`src/rtl/regfile_pkg.sv`:
```
// Shared defaults, address type and packed-port slicing helper for the
// multi-port register file.
package regfile_pkg;

  localparam int DEF_DATA_W = 16;
  localparam int DEF_ADDR_W = 4;
  localparam int DEF_N_RD   = 2;

  // Register index at the default address width.
  typedef logic [DEF_ADDR_W-1:0] reg_addr_t;

  // LSB position of field k inside a vector of equal-width fields packed
  // with port 0 in the lowest bits.
  function automatic int unsigned port_lsb(input int unsigned k, input int unsigned w);
    return k * w;
  endfunction

endpackage

```
`src/rtl/register_file_mp_scoreboard.sv`:
```
// Per-register busy scoreboard: reserve sets, write clears, reserve wins on
// a same-address collision. Exposes per-port busy lookup and any_busy.
module regfile_scoreboard
  import regfile_pkg::*;
#(
  parameter int ADDR_W   = DEF_ADDR_W,
  parameter int N_RD     = DEF_N_RD,
  parameter int ZERO_REG = 0
) (
  input  logic                   clk,
  input  logic                   rst_n,
  input  logic                   wr_en,
  input  logic [ADDR_W-1:0]      wr_addr,
  input  logic                   resv_en,
  input  logic [ADDR_W-1:0]      resv_addr,
  input  logic [N_RD*ADDR_W-1:0] rd_addr,
  output logic [N_RD-1:0]        rd_busy_raw,
  output logic                   any_busy
);

  localparam int DEPTH = 2 ** ADDR_W;

  logic [DEPTH-1:0] busy_reg;
  logic [DEPTH-1:0] busy_next;

  for (genvar gi = 0; gi < DEPTH; gi++) begin : g_bit
    logic set_hit;
    logic clr_hit;

    // Register 0 never goes busy when it is hard-wired to zero.
    assign set_hit = resv_en && (resv_addr == ADDR_W'(gi)) &&
                     !((ZERO_REG != 0) && (gi == 0));
    assign clr_hit = wr_en && (wr_addr == ADDR_W'(gi));

    // Reservation belongs to a newer instruction than the write, so set beats clear.
    always_comb begin
      busy_next[gi] = busy_reg[gi];
      if (set_hit) begin
        busy_next[gi] = 1'b1;
      end else if (clr_hit) begin
        busy_next[gi] = 1'b0;
      end
    end
  end

  // Busy vector state, cleared asynchronously.
  always_ff @(posedge clk or negedge rst_n) begin
    if (!rst_n) begin
      busy_reg <= '0;
    end else begin
      busy_reg <= busy_next;
    end
  end

  assign any_busy = |busy_reg;

  for (genvar gi = 0; gi < N_RD; gi++) begin : g_port
    assign rd_busy_raw[gi] = busy_reg[rd_addr[port_lsb(gi, ADDR_W) +: ADDR_W]];
  end

endmodule

```
`src/rtl/register_file_mp.sv`:
```
// Parametrised multi-port register file with asynchronous clear, optional
// hard-wired zero register, write-to-read bypass and busy scoreboard.
module register_file_mp
  import regfile_pkg::*;
#(
  parameter int DATA_W   = DEF_DATA_W,
  parameter int ADDR_W   = DEF_ADDR_W,
  parameter int N_RD     = DEF_N_RD,
  parameter int ZERO_REG = 0,
  parameter int BYPASS   = 1
) (
  input  logic                   clk,
  input  logic                   rst_n,
  input  logic [N_RD*ADDR_W-1:0] rd_addr,
  output logic [N_RD*DATA_W-1:0] rd_data,
  output logic [N_RD-1:0]        rd_busy,
  input  logic                   wr_en,
  input  logic [ADDR_W-1:0]      wr_addr,
  input  logic [DATA_W-1:0]      wr_data,
  input  logic                   resv_en,
  input  logic [ADDR_W-1:0]      resv_addr,
  output logic                   any_busy
);

  localparam int DEPTH = 2 ** ADDR_W;

  logic [DATA_W-1:0] mem_reg [DEPTH];
  logic              wr_accept;
  logic [N_RD-1:0]   rd_busy_raw;

  // Writes to the zero register are dropped so it keeps reading 0.
  assign wr_accept = wr_en && !((ZERO_REG != 0) && (wr_addr == '0));

  // Data array: whole array cleared on reset, one write per edge.
  always_ff @(posedge clk or negedge rst_n) begin
    if (!rst_n) begin
      for (int i = 0; i < DEPTH; i++) begin
        mem_reg[i] <= '0;
      end
    end else if (wr_accept) begin
      mem_reg[wr_addr] <= wr_data;
    end
  end

  regfile_scoreboard #(
    .ADDR_W   (ADDR_W),
    .N_RD     (N_RD),
    .ZERO_REG (ZERO_REG)
  ) u_scoreboard (
    .clk         (clk),
    .rst_n       (rst_n),
    .wr_en       (wr_en),
    .wr_addr     (wr_addr),
    .resv_en     (resv_en),
    .resv_addr   (resv_addr),
    .rd_addr     (rd_addr),
    .rd_busy_raw (rd_busy_raw),
    .any_busy    (any_busy)
  );

  for (genvar gi = 0; gi < N_RD; gi++) begin : g_rd
    logic [ADDR_W-1:0] addr;
    logic              zero_hit;
    logic              byp_hit;
    logic [DATA_W-1:0] port_data;
    logic              port_busy;

    assign addr     = rd_addr[port_lsb(gi, ADDR_W) +: ADDR_W];
    assign zero_hit = (ZERO_REG != 0) && (addr == '0);
    assign byp_hit  = (BYPASS != 0) && wr_en && (wr_addr == addr);

    // Read mux: zero register first, then same-cycle write, then stored state.
    always_comb begin
      port_data = mem_reg[addr];
      port_busy = rd_busy_raw[gi];
      if (zero_hit) begin
        port_data = '0;
        port_busy = 1'b0;
      end else if (byp_hit) begin
        port_data = wr_data;
        port_busy = 1'b0;
      end
    end

    assign rd_data[port_lsb(gi, DATA_W) +: DATA_W] = port_data;
    assign rd_busy[gi] = port_busy;
  end

endmodule

```
`config.mk`:
```
export PLATFORM = sky130hd
export DESIGN_NAME = register_file_mp
export DESIGN_NICKNAME = d
export VERILOG_FILES = /design/src/rtl/regfile_pkg.sv /design/src/rtl/register_file_mp_scoreboard.sv /design/src/rtl/register_file_mp.sv
export SDC_FILE = /design/constraint.sdc
export NUM_CORES = 1
export LEC_CHECK = 0
export CORE_UTILIZATION = 60
export CTS_CLUSTER_SIZE = 16
export DETAILED_ROUTE_END_ITERATION = 12
export DONT_BUFFER_PORTS = 1
export PLACE_DENSITY_LB_ADDON = 0.12
export SYNTH_ARGS = -nofsm -noshare
export SYNTH_HDL_FRONTEND = slang
export SYNTH_SLANG_ARGS = --single-unit
```
`constraint.sdc`:
```
create_clock -name clk -period 3.5 [get_ports clk]
set_input_delay 0 -clock clk [delete_from_list [all_inputs] [get_ports clk]]
set_output_delay 0 -clock clk [all_outputs]
set_load 0.1 [all_outputs]
```
==> impl_metrics.toml, run 1 <==
[status]
status = "finished, violations left"
violations = "hold timing"

[critical_path]
worst-path-buf-inv = 0
cp-end-kind = "primary output"
rr_worst_depth = 2
worstPathArrival_ns = 2.37
r2r_start = "mem_reg[120]"
critPathSlowestCell = "mux2_2"
critPathMaxStageDelay_ns = 0.51
crit_top_cell = "mux2i_1"
r2r_slack_ns = 2.15
path_delay_family = "multiplexers"
path_max_fanout = 3
cp.required_ns = 3.50
cp-start-kind = "register"
path_class = "reg -> out"
reg2reg_to = "mem_reg[120]"
crit_chain = "mux4_2 -> mux2i_1 -> mux2i_1 -> mux2_2"

[sta]
hold_ws_ns = -0.854
final_max_slew_viol_count = 0
relSlewSlack_pct = 14.0
min_period_ns = 2.37
rsz0062_at_grt = "false"
worst_pin_slew_ns = 1.28
finalHoldViolations = 272
max_freq_mhz = 421
min_period_over_period_pct = 67.8
setup_violations = 0
skew_ns = 0
fin_tns_setup_ns = 0

[clock_tree]
clk_latency_ns = 0.55
cts.clk_slew.worst_paths_ns = 0.06
post_cts_resized = 0
cts_buffer_depth = 3
cts_setup_buffers = 0
hold_buffers = 32
cts_tree = "built"
cts.sinks = 272
cts_root_buf = "clkbuf_16"
cts_buffers = 30
cts_htree_levels = 1

[logic_synthesis]
ys_warn_count = 0
yosysSeqAreaShare_pct = 44.8
syn-num-nets = 1010
syn_area_um2 = 15200
synth_area_per_cell_um2 = 15.6
syn-instance-count = 974
synth-seq-cells = 272
synthFlopType = "dfrtp_1"
ys_types = 36
synth_enable_flop_cells = 0
async_flop_share_pct = 100

[global_routing]
grt_max_degree = 273
overflow = 0
first_global_vias = 9958
grt_first_pass_wirelength_mm = 61.9
track_usage_pct = 32.2
grt_antenna_before_repair = 4

[place]
dp.final_hpwl_mm = 22.7
gp_congestion = 0.849
io_buffers = 0

[detailed_routing]
vias_per_cell = 7.02
ant_nets = 0
drc_errors = 0
postRouteWirelength_mm = 39.7
drtIter0Drc = 984
num_vias = 9168
first_pass_iters = 6
routedWlPerCell_um = 30.4

[floorplanning]
die_h_um = 161
initial_utilization_pct = 61.8
dieArea_um2 = 26000
fp-row-count = 57
coreArea_um2 = 24600
io_pins = 71
die_x_um = 161

[layout]
finish.utilization_pct = 67.1
drive_gt1_share_pct = 50.9
largest_register_ffs = 256
area_growth_pct = 8.63
ff_latch_area_um2 = 6810
finalNetCount = 995
multiInputGateArea_um2 = 7900
nFillCells = 1724

[power]
power.density_nw_per_um2 = 644
peakVddDrop_uv = 380
leakage_nw = 6.89

[hold_path]
hold_class = "in -> async"

[job]
maxCapViolCount = 0
-- final cells by class --
class | count | area share [%]
diodes | 1 | 0.0151
multi-input cells | 605 | 47.8
inverters | 3 | 0.0682
flip-flops and latches | 272 | 41.2
clock buffers | 44 | 5.35
well taps | 324 | 2.45
clock inverters | 10 | 0.477
repair buffers | 47 | 2.62
-- synth_stat cells, types with 3 or more instances --
| cell | count | area [µm²] |
|---|---|---|
| mux2_2 | 280 | 3150 |
| mux2_4 | 3 | 45.0 |
| nand2b_1 | 5 | 31.3 |
| nor2_1 | 4 | 15.0 |
| o21ai_0 | 19 | 95.1 |
| mux2i_1 | 98 | 981 |
| nand3b_1 | 3 | 22.5 |
| a211oi_1 | 4 | 30.0 |
| mux2_1 | 5 | 56.3 |
| o31ai_1 | 3 | 22.5 |
| xor2_1 | 6 | 52.6 |
| nor4_1 | 4 | 25.0 |
| buf_12 | 3 | 60.1 |
| nand2_1 | 10 | 37.5 |
| inv_1 | 3 | 11.3 |
| buf_1 | 6 | 22.5 |
| buf_4 | 7 | 52.6 |
| a32o_1 | 3 | 30.0 |
| nor2b_1 | 3 | 18.8 |
| dfrtp_1 | 272 | 6810 |
| clkbuf_1 | 26 | 97.6 |
| buf_2 | 44 | 220 |
| buf_6 | 5 | 56.3 |
| nor2_2 | 6 | 37.5 |
| mux4_2 | 136 | 3060 |
-- cell usage in the layout, fill, tap and decap left out, types with 4 or more instances in the layout --
cell,Yosys,final
nand2b_1,5,4
clkbuf_1,26,7
o21ai_0,19,19
nor4_1,4,4
buf_4,7,15
clkbuf_16,0,31
xor2_1,6,6
mux2_2,280,280
dfrtp_1,272,272
nor2_2,6,8
mux2i_1,98,98
clkbuf_8,0,6
mux2_1,5,5
clkinv_2,0,8
mux4_2,136,136
dlygate4sd3_1,0,32
nand2_1,10,10
-- worst max path at each step --
stage / startpoint / end / slack (ns) / depth (start not counted)
after floorplan: rd_addr[3] / rd_data[6] / 1.87 / 7
after global placement: wr_addr[2] / mem_reg[192] / 1.57 / 3
after detailed placement: wr_addr[2] / mem_reg[203] / 1.57 / 3
after CTS: mem_reg[36] / rd_data[4] / 1.11 / 4
after global routing: mem_reg[36] / rd_data[4] / 1.06 / 4
final: mem_reg[36] / rd_data[4] / 1.13 / 4
-- kinds of logic (layout without fill, tap and decap cells) --
logic type / count (synthesis) / after routing / synth area share [%]
AO/OA/AOI/OAI: 29 / 29 / 1.17
XOR/XNOR: 8 / 8 / 0.461
buffers and inverters: 97 / 104 / 3.59
flip-flops: 272 / 272 / 44.8
multiplexers: 522 / 522 / 48.0
other: 0 / 1 / 0
AND/OR/NAND/NOR: 46 / 46 / 2.03
-- per-layer routing --
layer  wire length [µm]  global-route usage [%]  vias to the layer above
met2              18900                    49.6                      391
met1              16700                    46.4                     4959
met3               3180                    7.32                       75
met5                  0                       0                        -
met4                950                    9.26                        0
li1                   -                       -                     3743
-- report_power, final --
group	leakage [nW]	internal (W)	switching, W
registers	3.33	0.00388	0.000563
logic	3.07	0.00148	0.00166
clock network	0.483	0.00181	0.00125
total	6.89	0.00717	0.00347
-- through the flow --
step	std cells	hold WS, ns	area [µm²]	worst slack [ns]	power (W)
3_3_place_gp	1219	-0.286	15200	1.57	0.00733
3_5_place_dp	1219	-0.285	15200	1.57	0.00753
6_report	1306	-0.854	16500	1.13	0.0106
2_1_floorplan	974	-0.296	15200	1.87	0.00712
5_1_grt	1306	-0.867	16500	1.06	0.0111
4_1_cts	1305	-0.862	16500	1.11	0.0107
Note: power is estimated with default switching activity, not from simulation.
==> run 2: changes to the inputs <==
Settings changed: ABC_AREA from default to 1.
Clock period 3.5 ns to 2.4 ns, I/O delays scaled along.
==> impl_metrics.toml, run 2 <==
[status]
status = "finished, violations left"
violations = "hold timing"

[logic_synthesis]
synthFlopType = "dfrtp_1"
ys_types = 23
async_flop_share_pct = 100
synth_commonest_cells = "nand2_1, nand3_1, inv_1"
synth-seq-cells = 272
yosysTopAreaCell = "dfrtp_1"
syn-instance-count = 2503
syn-num-nets = 2539
yosysMostFrequentCell = "nand2_1"
synth_enable_flop_cells = 0
yosys-top-cells-area = "dfrtp_1, nand2_1, nand3_1, o21ai_0, inv_1"
yosysTopAreaCellShare_pct = 41.5
synth_area_per_cell_um2 = 6.56
ys_warn_count = 0
syn_area_um2 = 16400
yosysSeqAreaShare_pct = 41.5

[detailed_routing]
ant_nets = 0
drc_errors = 0
routedWlPerCell_um = 20.3
postRouteWirelength_mm = 57.5
vias_per_cell = 6.08
drtIter0Drc = 2328
wl_met1_mm = 21.5
dr_wl_met3_mm = 7.61
maxUsedRoutingLayer = "met4"
dr_wl_met2_mm = 24.5
num_vias = 17200
first_pass_iters = 6

[floorplanning]
fp-row-count = 60
coreArea_um2 = 26900
dieArea_um2 = 28000
die_h_um = 167
die_x_um = 167
initial_utilization_pct = 61.1
io_pins = 71

[sta]
max_freq_mhz = 485
min_period_over_period_pct = 85.9
setup_violations = 0
relSlewSlack_pct = 23.7
worst_pin_slew_ns = 1.14
finalHoldViolations = 272
hold_ws_ns = -0.863
final_max_slew_viol_count = 0
fin_tns_setup_ns = 0
rsz0062_at_grt = "false"
min_period_ns = 2.06
skew_ns = 0

[power]
pwr-share-seq_pct = 39.1
leakage_nw = 9.31
p_comb_share_pct = 29.5
peakVddDrop_uv = 556
power.switching_w = 0.00539
p_int_w = 0.0100
swShare_pct = 35.0
p_clk_share_pct = 31.3
power.density_nw_per_um2 = 828

[critical_path]
worstPathArrival_ns = 2.57
critPathSlowestCell = "dlygate4sd3_1"
cp-start-kind = "input pin"
path_class = "in -> reg"
cp.required_ns = 2.91
crit_chain = "dlygate4sd3_1 -> inv_1 -> nand3_1 -> nor2_2 -> nand2_1 -> dlygate4sd3_1 -> o21ai_0 -> dlygate4sd3_1"
worst-path-buf-inv = 4
critPathMaxStageDelay_ns = 0.58
path_max_fanout = 7
path_delay_family = "buffers and inverters"
crit_top_cell = "dlygate4sd3_1"
cp-end-kind = "register"

[place]
gp_congestion = 0.922
io_buffers = 0
place_area_um2 = 17200
dp.final_hpwl_mm = 33.3

[clock_tree]
cts_setup_buffers = 0
clk_latency_ns = 0.56
cts.sinks = 272
post_cts_resized = 0
cts_htree_levels = 1
cts.clk_slew.worst_paths_ns = 0.06
cts_buffers = 30
hold_buffers = 35
cts_root_buf = "clkbuf_16"
cts_buffer_depth = 3
cts_tree = "built"

[layout]
largest_register_ffs = 256
mostFrequentLayoutCell = "nand2_1"
final_cell_mix = "nand2_1, nand3_1, inv_1"
multiInputGateArea_um2 = 7690
finalNetCount = 2499
ff_latch_area_um2 = 6810
finalInstanceArea_um2 = 18600
nFillCells = 2282
area_growth_pct = 13.2
drive_gt1_share_pct = 6.28

[global_routing]
first_global_vias = 16600
grt_max_degree = 273
track_usage_pct = 41.5
grt_antenna_before_repair = 1
overflow = 0
grt_first_pass_wirelength_mm = 90.5

[job]
maxCapViolCount = 0

[hold_path]
hold_class = "in -> async"
## run 2: metal layers
layer  up-vias  track usage [%]
li1       7858                -
met2      1138             61.2
met5         -                0
met4         0             27.0
met1      7898             53.8
met3       294             11.3
## run 2: path summary, 6_finish.rpt
| path | depth (start not counted) | to | startpoint | slack [ns] |
|---|---|---|---|---|
| setup / recovery | 8 | mem_reg[226] | wr_addr[1] | 0.34 |
| hold / removal | 0 | mem_reg[60] | rst_n | -0.86 |
| setup reg to reg | 3 | mem_reg[226] | mem_reg[226] | 1.14 |
| hold reg to reg | 2 | mem_reg[10] | mem_reg[10] | 0.48 |
| max in group asynchronous | 0 | mem_reg[46] | rst_n | 2.34 |
| min in group clk | 6 | mem_reg[145] | wr_addr[3] | 0.04 |
## run 2: cell type report
type / count / share of cell area (%)
antenna: 2 / 0.0269
clock buffer: 44 / 4.98
clock inverter: 11 / 0.606
inverter: 308 / 6.26
multi-input combinational: 1738 / 41.4
sequential: 272 / 36.6
tap: 341 / 2.30
timing repair buffer: 113 / 7.80
## run 2: power groups by stage
stage               registers, W  logic (W)  clock network, W
floorplan                0.00597    0.00332                 0
global placement         0.00605    0.00420                 0
detailed placement       0.00608    0.00432                 0
CTS                      0.00601    0.00447           0.00484
global route             0.00611    0.00503           0.00502
finish                   0.00602    0.00454           0.00482
## run 2: stage by stage
step           cells  worst slack [ns]  power, W  util (%)
4_1_cts         2827             0.434    0.0153      69.1
3_5_place_dp    2737             0.626    0.0104      64.0
2_1_floorplan   2503             0.755   0.00929         -
3_3_place_gp    2737             0.709    0.0102      64.0
5_1_grt         2828             0.225    0.0162      69.1
6_report        2829             0.338    0.0154      69.1
## run 2: kinds of logic after synthesis
| group | synth area share (%) |
|---|---|
| DFF | 41.5 |
| buffers and inverters | 11.9 |
| AOI/OAI and AO/OA | 9.43 |
| and+or+nand+nor | 37.2 |
==> run 3: changes to the inputs <==
Settings changed: SYNTH_HIERARCHICAL from default to 1.
==> impl_metrics.toml, run 3 <==
[status]
status = "finished, violations left"
violations = "hold timing"

[sta]
hold_ws_ns = -0.870
setup_violations = 0
relSlewSlack_pct = 50.8
final_max_slew_viol_count = 0
worst_pin_slew_ns = 0.738
min_period_over_period_pct = 92.4
max_freq_mhz = 451
min_period_ns = 2.22
rsz0062_at_grt = "false"
fin_tns_setup_ns = 0
skew_ns = 0
finalHoldViolations = 272
setup_slack_ns = 0.183

[layout]
final_cells = 2903
final_cell_mix = "nand2_1, nand3_1, inv_1"
finalNetCount = 2544
n_antenna_cell = 0
largest_register_ffs = 256
drive_gt1_share_pct = 6.08
mostFrequentLayoutCell = "nand2_1"
finish.utilization_pct = 69.0
area_growth_pct = 12.3

[critical_path]
cp-end-kind = "register"
cp.required_ns = 2.90
path_class = "in -> reg"
r2r_slack_ns = 1.16
cp-start-kind = "input pin"
worstPathArrival_ns = 2.72
path_max_fanout = 4

[logic_synthesis]
async_flop_share_pct = 100
yosys-top-cells-area = "dfrtp_1, nand2_1, nand3_1, o21ai_0, inv_1"
syn_area_um2 = 16700
synth_area_per_cell_um2 = 6.53
ys_warn_count = 6
yosysTopAreaCellShare_pct = 40.9
syn-instance-count = 2549
yosysSeqAreaShare_pct = 40.9
yosysTopAreaCell = "dfrtp_1"
ys_types = 33
synth_commonest_cells = "nand2_1, nand3_1, inv_1"
synthFlopType = "dfrtp_1"
yosysMostFrequentCell = "nand2_1"
syn-num-nets = 2585
synth-seq-cells = 272
synth_enable_flop_cells = 0

[detailed_routing]
vias_per_cell = 5.95
dr_wl_met2_mm = 23.9
drc_errors = 0
num_vias = 17300
maxUsedRoutingLayer = "met4"
wl_met1_mm = 20.8
first_pass_iters = 8
ant_nets = 0
postRouteWirelength_mm = 54.0
drtIter0Drc = 2294
routedWlPerCell_um = 18.6
dr_wl_met3_mm = 6.50

[place]
gp_congestion = 0.894
dp.cells = 2807
pre_cts_slack_ns = 0.894
dp.final_hpwl_mm = 29.7
io_buffers = 0

[power]
p_comb_share_pct = 27.6
peakVddDrop_uv = 755
power.switching_w = 0.00512
swShare_pct = 33.7
p_int_w = 0.0101
pwr-share-seq_pct = 39.8
leakage_nw = 9.85
power.density_nw_per_um2 = 811
p_clk_share_pct = 32.6

[job]
maxCapViolCount = 0

[global_routing]
first_global_vias = 16400
overflow = 0
grt_first_pass_wirelength_mm = 87.2
track_usage_pct = 38.9
grt_antenna_before_repair = 0
grt_max_degree = 273

[clock_tree]
cts.clk_slew.worst_paths_ns = 0.06
cts_buffers = 30
post_cts_resized = 0
clk_latency_ns = 0.56
cts_buffer_depth = 3
cts_setup_buffers = 0
cts.sinks = 272
cts_root_buf = "clkbuf_16"
hold_buffers = 41
cts_htree_levels = 1
cts_tree = "built"

[floorplanning]
initial_utilization_pct = 61.4
coreArea_um2 = 27100
die_x_um = 169
dieArea_um2 = 28400
die_h_um = 169
fp-row-count = 60
io_pins = 71

[hold_path]
hold_class = "in -> async"
run 3: cell count changes in the layout (fill, tap and decap cells not counted), moves of 5 or more:
| cell | delta |
|---|---|
| nand2_1 | +58 |
| nand4_1 | -31 |
| nand3_1 | +23 |
| o21ai_1 | +16 |
| o21ai_0 | -13 |
| inv_2 | +12 |
| o211ai_1 | -12 |
| buf_4 | -11 |
| nor2_2 | -10 |
| dlygate4sd3_1 | +6 |
| clkbuf_8 | -5 |
run 3: metal layers:
layer | vias to the layer above | track usage [%]
li1 | 7923 | -
met1 | 7967 | 52.1
met2 | 1156 | 61.0
met3 | 231 | 6.92
met4 | 0 | 19.7
met5 | - | 0
run 3: area by class of cell:
type	count	area, µm²
Fill cell	2346	8400
Multi-Input combinational cell	1776	7780
Tap cell	372	465
Sequential cell	272	6810
Inverter	324	1240
Clock buffer	41	863
Clock inverter	14	200
Timing Repair Buffer	104	1350
run 3: critical path, stage by stage:
cell and delay [ns]:
dlygate4sd3_1 0.64, inv_2 0.09, nor2_2 0.12, dlygate4sd3_1 0.63
nand3_1 0.08, dlygate4sd3_1 0.57, nand2_1 0.06, dlygate4sd3_1 0.53
run 3: power by group through the flow:
stage                     Combinational, W  Clock (W)  Sequential, W
after floorplan                    0.00320          0        0.00596
after detailed placement           0.00403          0        0.00609
final                              0.00419    0.00494        0.00604
after CTS                          0.00416    0.00499        0.00603
after global placement             0.00391          0        0.00606
after global routing               0.00473    0.00518        0.00614
run 3: final timing paths:
path,startpoint,endpoint,depth (start not counted)
max,resv_addr[0],u_scoreboard/busy_reg[13],8
min,rst_n,u_scoreboard/busy_reg[15],0
max reg2reg,u_scoreboard/busy_reg[9],u_scoreboard/busy_reg[9],3
min reg2reg,mem_reg[216],mem_reg[216],2
max in group asynchronous,rst_n,mem_reg[12],0
min in group clk,wr_addr[1],mem_reg[180],3
run 3: logic make-up (layout without fill, tap and decap cells):
group                  after synthesis  after routing  share of synthesized area (%)
AND/OR/NAND/NOR                   1496           1496                           38.2
flip-flops                         272            272                           40.9
AO/OA/AOI/OAI                      280            280                           8.48
buffers and inverters              501            483                           12.4
run 3: metrics by stage:
stage	total power, W	area (µm²)
6_report	0.0152	18700
5_1_grt	0.0161	18700
4_1_cts	0.0152	18700
3_5_place_dp	0.0101	17200
3_3_place_gp	0.00997	17200
2_1_floorplan	0.00916	16700
